$ cat src/rtl/match_sequencer.sv
// ---------------------------------------------------------------------------
// match_sequencer: pong game-flow controller (attract/serve/rally/point/over),
// scores, serve pulses and sound request.  Rev 1.0
// ---------------------------------------------------------------------------
`default_nettype none

module match_sequencer #(
  parameter logic [3:0] WIN_SCORE    = 4'd9,
  parameter logic [7:0] SERVE_FRAMES = 8'd60,
  parameter logic [7:0] POINT_FRAMES = 8'd30,
  parameter logic [7:0] SOUND_FRAMES = 8'd8
) (
  input  logic       clk,
  input  logic       reset_n,
  input  logic       frame_tick,
  input  logic       start,
  input  logic       miss_left,
  input  logic       miss_right,
  input  logic       paddle_hit,
  output logic [2:0] state,
  output logic       ball_run,
  output logic       serve,
  output logic       serve_dir,
  output logic [3:0] score_a,
  output logic [3:0] score_b,
  output logic       game_over,
  output logic       sound
);

  typedef enum logic [2:0] {
    ST_ATTRACT    = 3'd0,
    ST_SERVE_WAIT = 3'd1,
    ST_RALLY      = 3'd2,
    ST_POINT      = 3'd3,
    ST_GAME_OVER  = 3'd4
  } state_t;

  state_t     state_q, state_d;
  logic [3:0] score_a_q, score_a_d;
  logic [3:0] score_b_q, score_b_d;
  logic       serve_q, serve_d;
  logic       serve_dir_q, serve_dir_d;
  logic [7:0] frame_cnt_q, frame_cnt_d;
  logic [7:0] sound_cnt_q, sound_cnt_d;

  always_comb begin
    state_d     = state_q;
    score_a_d   = score_a_q;
    score_b_d   = score_b_q;
    serve_d     = 1'b0;
    serve_dir_d = serve_dir_q;
    frame_cnt_d = frame_cnt_q;
    sound_cnt_d = sound_cnt_q;

    if (frame_tick && (sound_cnt_q != 8'd0))
      sound_cnt_d = sound_cnt_q - 8'd1;
    if (paddle_hit && (state_q == ST_RALLY) && (sound_cnt_q == 8'd0))
      sound_cnt_d = 8'd1;

    // Restart takes priority over every same-cycle event in any state.
    if (start) begin
      state_d     = ST_SERVE_WAIT;
      score_a_d   = 4'd0;
      score_b_d   = 4'd0;
      serve_dir_d = 1'b1;
      frame_cnt_d = SERVE_FRAMES;
      sound_cnt_d = 8'd0;
    end else begin
      case (state_q)
        ST_SERVE_WAIT: begin
          if (frame_tick) begin
            frame_cnt_d = frame_cnt_q - 8'd1;
            if (frame_cnt_q == 8'd1) begin
              state_d = ST_RALLY;
              serve_d = 1'b1;
            end
          end
        end
        ST_RALLY: begin
          if (miss_left || miss_right) begin
            if (miss_left) begin
              score_b_d   = score_b_q + 4'd1;
              serve_dir_d = 1'b0;
            end else begin
              score_a_d   = score_a_q + 4'd1;
              serve_dir_d = 1'b1;
            end
            frame_cnt_d = POINT_FRAMES;
            sound_cnt_d = SOUND_FRAMES;
            state_d     = ST_POINT;
          end
        end
        ST_POINT: begin
          if (frame_tick) begin
            frame_cnt_d = frame_cnt_q - 8'd1;
            if (frame_cnt_q == 8'd1) begin
              if ((score_a_q == WIN_SCORE) || (score_b_q == WIN_SCORE)) begin
                state_d = ST_GAME_OVER;
              end else begin
                frame_cnt_d = SERVE_FRAMES;
                state_d     = ST_SERVE_WAIT;
              end
            end
          end
        end
        default: ;
      endcase
    end
  end

  always_ff @(posedge clk or negedge reset_n) begin
    if (!reset_n) begin
      state_q     <= ST_ATTRACT;
      score_a_q   <= 4'd0;
      score_b_q   <= 4'd0;
      serve_q     <= 1'b0;
      serve_dir_q <= 1'b1;
      frame_cnt_q <= 8'd0;
      sound_cnt_q <= 8'd0;
    end else begin
      state_q     <= state_d;
      score_a_q   <= score_a_d;
      score_b_q   <= score_b_d;
      serve_q     <= serve_d;
      serve_dir_q <= serve_dir_d;
      frame_cnt_q <= frame_cnt_d;
      sound_cnt_q <= sound_cnt_d;
    end
  end

  assign state     = state_q;
  assign ball_run  = (state_q == ST_RALLY);
  assign game_over = (state_q == ST_GAME_OVER);
  assign serve     = serve_q;
  assign serve_dir = serve_dir_q;
  assign score_a   = score_a_q;
  assign score_b   = score_b_q;
  assign sound     = (sound_cnt_q != 8'd0);

endmodule

`default_nettype wire
$ cat config.mk
export PLATFORM = sky130hd
export DESIGN_NAME = match_sequencer
export DESIGN_NICKNAME = d
export VERILOG_FILES = /design/src/rtl/match_sequencer.sv
export SDC_FILE = /design/constraint.sdc
export NUM_CORES = 1
export LEC_CHECK = 0
export CAP_MARGIN = 0
export CORE_MARGIN = 8
export CORE_UTILIZATION = 40
export DETAILED_ROUTE_END_ITERATION = 6
export HOLD_SLACK_MARGIN = 0.08
export PLACE_DENSITY = 0.64
export SLEW_MARGIN = 20
export SYNTH_ARGS = -nofsm -noshare
export SYNTH_HDL_FRONTEND = slang
export SYNTH_SLANG_ARGS = --single-unit
$ cat constraint.sdc
create_clock -name clk -period 2.25 [get_ports clk]
set_input_delay 0.45 -clock clk [delete_from_list [all_inputs] [get_ports clk]]
set_output_delay 0.45 -clock clk [all_outputs]
set_load 0.02 [all_outputs]
==> results_dict.tcl, run 1 <==
set metrics [dict create \
    overflow 0 \
    fin_worst_skew_ns 0.006300 \
    endpoint_kind "primary output" \
    dpl.hpwl_mm 3.228 \
    cts_setup_buffers 0 \
    antenna_found_initial 0 \
    timing.fmax_mhz 469.5 \
    routed_via_density 5.378 \
    io_pins 23 \
    remaining_drc_errors 0 \
    use_met3_pct 4.762 \
    start_kind "flip-flop" \
    ir_drop_mv 0.4776 \
    drtIter0Drc 109 \
    drive_gt1_share_pct 16.02 \
    holdWs_ns 0.5290 \
    avgRoutedWirePerCell_um 15.80 \
    powerDensity_nw_per_um2 787.4 \
    worst-setup-path-type "flip-flop to primary output" \
    grt_max_degree 30 \
    ys.warnings.count 0 \
    busiest_layer "met2" \
    syn_nets 204 \
    report.final.slew_viol_count 0 \
    cp_max_fo 4 \
    critical_path_required_ns 1.80 \
    routabilityCongestion 0.8142 \
    clk_latency_ns 0.29 \
    yosysSeqAreaShare_pct 41.06 \
    placed_cells 276 \
    synthArstFlopShare_pct 100.0 \
    finalNonFillerCells 283 \
    syn_inst 189 \
    grt_pass1_wl_mm 7.445 \
    cts_tree "done" \
    use_met2_pct 21.61 \
    fill_cells 410 \
    row_count 24 \
    num_vias 1522 \
    numCtsBuffers 5 \
    reg2reg_depth 7 \
    syn_area_per_cell_sq_um 9.367 \
    slew_headroom_pct 59.50 \
    synth-edff-count 0 \
    grt_pass1_vias 1549 \
    die_w_um 82.53 \
    drtAntennaViolNets 0 \
    min_period_ns 2.130 \
    hold_class "flip-flop to flip-flop" \
    synth-main-ff-cell "dfrtp_1" \
    p_leak_nw 0.9439 \
    synth_cell_type_count 54 \
    root_buffer "clkbuf_8" \
    max-cap-violations 0 \
    timing.final.crit_share_pct 94.66 \
    clk_pin_slew_ns 0.07 \
    arrival_ns 1.68 \
    wl_mm 4.470 \
    met1_usage_pct 18.43 \
    cts.sinks 29 \
    setup_violations 0 \
    ff2ff_setup_slack_ns 0.34 \
    dieArea_sq_um 6811 \
    cts-htree-levels 2 \
    ctsHoldBuffers 0 \
    core_sq_um 4324 \
    status "finished, final reports clean" \
    antennaDiodeCount 0 \
    area.growth.synth_to_final_pct 27.92 \
    clk_path_buf_depth 2 \
    port_buffers 22 \
    worst_pin_slew_ns 0.6020 \
    num-nets-final 246 \
    grtUsageTotal_pct 14.53 \
    yosys_register_bits 29 \
    whs_path_depth 1 \
    dr.pass1.iters 4 \
    syn_area_sq_um 1770 \
    die_h_um 82.53 \
    start_util_pct 40.94 \
    final-hold-violation-count 0 \
]
[cell families (layout without fill, tap and decap cells)]
| group | after synthesis | in the layout | synth area share, % |
|---|---|---|---|
| mux | 2 | 2 | 1.131 |
| xor+xnor | 9 | 9 | 4.453 |
| flops | 29 | 29 | 41.06 |
| simple gates | 76 | 76 | 24.38 |
| buf+inv | 21 | 63 | 5.300 |
| fa+ha+maj | 8 | 8 | 5.654 |
| compound gates | 44 | 44 | 18.02 |
[layout make-up]
| class | count | area [sq um] | area share, % |
|---|---|---|---|
| clock buffers | 7 | 86.33 | 3.812 |
| flip-flops and latches | 29 | 726.9 | 32.10 |
| multi-input cells | 139 | 960.9 | 42.43 |
| well taps | 52 | 65.06 | 2.873 |
| inverters | 14 | 57.56 | 2.541 |
| repair buffers | 42 | 367.9 | 16.24 |
[sequential cells by signal, indices dropped and copies added, names as in the netlist]
register     flops
frame_cnt_q      8
sound_cnt_q      8
score_a          4
score_b          4
state            3
serve            1
serve_dir        1
[per-stage QoR]
stage	utilization [%]	power [W]	area [sq um]	TNS, ns	setup WS, ns
finish	52.37	0.001783	2265	0	0.1201
global placement	50.17	0.001317	2170	0	0.1617
global route	52.37	0.001913	2265	-0.02967	-0.02967
detailed placement	50.17	0.001328	2170	0	0.1262
CTS	52.23	0.001770	2258	0	0.1063
floorplan	-	0.001061	1770	0	0.4182
[placed cells by master, fill, tap and decap left out, types with 2 or more instances in the layout]
cell type | synthesis | layout
a2111oi_0 | 3 | 3
a211o_1 | 3 | 3
a211oi_1 | 9 | 9
a21oi_1 | 12 | 12
a311oi_1 | 2 | 2
and2_1 | 3 | 3
buf_4 | 0 | 20
clkbuf_8 | 0 | 6
clkdlybuf4s50_1 | 0 | 20
dfrtp_1 | 28 | 28
dlygate4sd2_1 | 0 | 2
ha_1 | 8 | 8
inv_1 | 12 | 12
mux2i_1 | 2 | 2
nand2_1 | 7 | 7
nand2b_1 | 2 | 2
nand3_1 | 7 | 7
nand4_1 | 2 | 2
nor2_1 | 23 | 23
nor3_1 | 7 | 7
nor4_1 | 3 | 3
nor4_2 | 2 | 2
o211ai_1 | 2 | 2
o21ai_0 | 2 | 2
o31ai_1 | 2 | 2
or3_1 | 2 | 2
or3b_1 | 2 | 2
or4_1 | 2 | 2
xnor2_1 | 6 | 6
xor2_1 | 3 | 3
[cell usage after synthesis (2+ instances only)]
library cell	instances	area, sq um
a211o_1	3	26.28
nand4_1	2	12.51
dfrtp_1	28	700.7
or3b_1	2	17.52
buf_2	2	10.01
a211oi_1	9	67.56
nor2_1	23	86.33
xnor2_1	6	52.55
nand2b_1	2	12.51
nor3b_1	2	15.01
o211ai_1	2	15.01
a2111oi_0	3	26.28
mux2i_1	2	20.02
o21ai_0	2	10.01
o31ai_1	2	15.01
or3_1	2	12.51
or4_1	2	15.01
nor4_1	3	18.77
nand2_1	7	26.28
nand3_1	7	35.03
nor3_1	7	35.03
a311oi_1	2	17.52
clkbuf_1	4	15.01
and2_1	3	18.77
a21oi_1	12	60.06
inv_1	12	45.04
ha_1	8	100.1
nor4_2	2	25.02
xor2_1	3	26.28
[worst max-delay path, cell delays in order (launching register included)]
cell	delay [ns]
dfrtp_1	0.41
inv_1	0.09
ha_1	0.22
nor3b_4	0.24
nand2_1	0.10
dlygate4sd2_1	0.34
[power by group]
part / total [W] / internal, W / switching (W)
registers: 0.000674 / 0.000587 / 0.0000866
clock network: 0.000440 / 0.000242 / 0.000198
logic: 0.000669 / 0.000328 / 0.000342
total: 0.00178 / 0.00116 / 0.000626
[per-layer routing]
layer  part of all wire, %  up-vias
met5                     0        -
met4                   2.0        0
met3                   4.0        9
met2                    45       20
met1                    49      720
li1                      -      773
[final timing paths]
check / startpoint / end
min in group asynchronous: reset_n / frame_cnt_q[3]
setup reg to reg: sound_cnt_q[0] / sound_cnt_q[1]
setup / recovery: sound_cnt_q[0] / sound
hold / removal: frame_cnt_q[7] / frame_cnt_q[7]
hold reg to reg: frame_cnt_q[7] / frame_cnt_q[7]
max in group asynchronous: reset_n / serve_dir
[what timing repair did]
| item | 4_1_cts | 5_1_grt |
|---|---|---|
| resized for setup | 3 | 1 |
| pin swaps | 0 | 0 |
| endpoints found under the setup margin | 2 | 1 |
Note: power is estimated with default switching activity, not from simulation.
==> run 2: changes to the inputs <==
CORE_MARGIN = 3   (was 8)
CORE_UTILIZATION = 55   (was 40)
PLACE_DENSITY = 0.83   (was 0.64)
==> results_dict.tcl, run 2 (synthesized netlist as in run 1, its figures left out) <==
set metrics [dict create \
    dr.pass1.iters 4 \
    cts_tree "done" \
    setup_violations 0 \
    grtUsageTotal_pct 24.57 \
    cts_setup_buffers 0 \
    holdWs_ns 0.4866 \
    clk_latency_ns 0.34 \
    r2r-end "frame_cnt_q[7]" \
    ir_drop_mv 0.6458 \
    cts.sinks 29 \
    final_common_cell "dfrtp_1" \
    start_kind "flip-flop" \
    grt_pass1_wl_mm 7.610 \
    port_buffers 22 \
    wl_mm 4.270 \
    setup_tns_ns 0 \
    layout_common_cells "28 x dfrtp_1, 23 x nor2_1, 19 x clkdlybuf4s50_1" \
    io_pins 23 \
    worst_pin_slew_ns 0.6301 \
    fin_util_pct 76.19 \
    routed_via_density 6.000 \
    root_buffer "clkbuf_4" \
    clk_path_buf_depth 2 \
    final-hold-violation-count 0 \
    core_sq_um 2900 \
    crit_buf_inv 2 \
    antennaDiodeCount 0 \
    die_w_um 62.74 \
    crit_cells 5 \
    timing.fmax_mhz 482.8 \
    r2r-start "frame_cnt_q[1]" \
    cts-htree-levels 2 \
    dieArea_sq_um 3936 \
    avgRoutedWirePerCell_um 15.81 \
    dpl.hpwl_mm 3.117 \
    hold_class "input pin to async pin" \
    critPathSlowestCell "dfrtp_1" \
    placed_area_sq_um 2127 \
    drtIter0Drc 121 \
    reg_top3 "frame_cnt_q x8, sound_cnt_q x8" \
    cp_top_family "flip-flops" \
    start_util_pct 61.04 \
    max-cap-violations 0 \
    powerDensity_nw_per_um2 789.4 \
    ff2ff_setup_slack_ns 0.28 \
    drive_gt1_share_pct 15.35 \
    crit_chain "inv_1, ha_1, nor3b_2, nand2_1, clkbuf_2" \
    stdcell_area_sq_um 2210 \
    cp_max_fo 5 \
    critical_path_required_ns 1.80 \
    num-nets-final 242 \
    report.final.slew_viol_count 0 \
    antenna_found_initial 0 \
    clk_pin_slew_ns 0.10 \
    status "finished, final reports clean" \
    overflow 0 \
    row_count 19 \
    num_vias 1620 \
    startpoint "sound_cnt_q[0]" \
    drtAntennaViolNets 0 \
    critPathMaxStageDelay_ns 0.42 \
    arrival_ns 1.62 \
    endpoint_kind "primary output" \
    grt_pass1_vias 1630 \
    fin_worst_skew_ns 0.006610 \
    cp-endpoint "sound" \
    remaining_drc_errors 0 \
    ctsHoldBuffers 0 \
    p_leak_nw 0.9288 \
    die_h_um 62.74 \
    grt_max_degree 30 \
    numCtsBuffers 5 \
    timing.final.crit_share_pct 92.05 \
    area.growth.synth_to_final_pct 24.81 \
    routabilityCongestion 0.8176 \
    min_period_ns 2.071 \
    slew_headroom_pct 57.60 \
    grt_setup_unrepaired "false" \
    worst-setup-path-type "flip-flop to primary output" \
    reg2reg_depth 6 \
]
## run 2: worst min-delay path by stage
stage	slack [ns]	endpoint
detailed placement	0.51	frame_cnt_q[6]
floorplan	0.15	frame_cnt_q[0]
global placement	0.49	sound_cnt_q[0]
CTS	0.50	score_a[1]
finish	0.49	score_a[0]
global route	0.53	frame_cnt_q[4]
## run 2: stage by stage
step,setup slack (ns),cells,total power [W]
final,0.1789,270,0.001744
after global routing,0.03159,270,0.001868
after CTS,0.04291,270,0.001743
after detailed placement,0.09352,262,0.001296
after global placement,0.1873,262,0.001250
after floorplan,0.4182,189,0.001061
## run 2: layout make-up
class                           count  area, sq um
Clock buffer                        7        55.05
Clock inverter                      1        30.03
Fill cell                         216        690.7
Inverter                           14        57.56
Multi-Input combinational cell    139        954.7
Sequential cell                    29        726.9
Tap cell                           42        52.55
Timing Repair Buffer               38        332.8
## run 2: where the power goes
part	internal (W)	switching, W	leakage, nW
Combinational	0.000279	0.000341	0.508
Clock	0.000265	0.000191	0.0455
Sequential	0.000586	0.0000811	0.375
## run 2: what timing repair did
item | 4_1_cts | 5_1_grt
resized for setup | 4 | 2
endpoints found under the setup margin | 3 | 1
pin swaps | 0 | 0
hold endpoints to repair | 0 | 0
## run 2: metal layers
layer | vias to the layer above | global-route usage (%) | share of wire (%)
met5 | - | 0 | 0
met4 | 0 | 11.85 | 2.7
met3 | 14 | 6.655 | 7.2
met2 | 73 | 39.95 | 47
met1 | 768 | 30.06 | 43
li1 | 765 | - | -
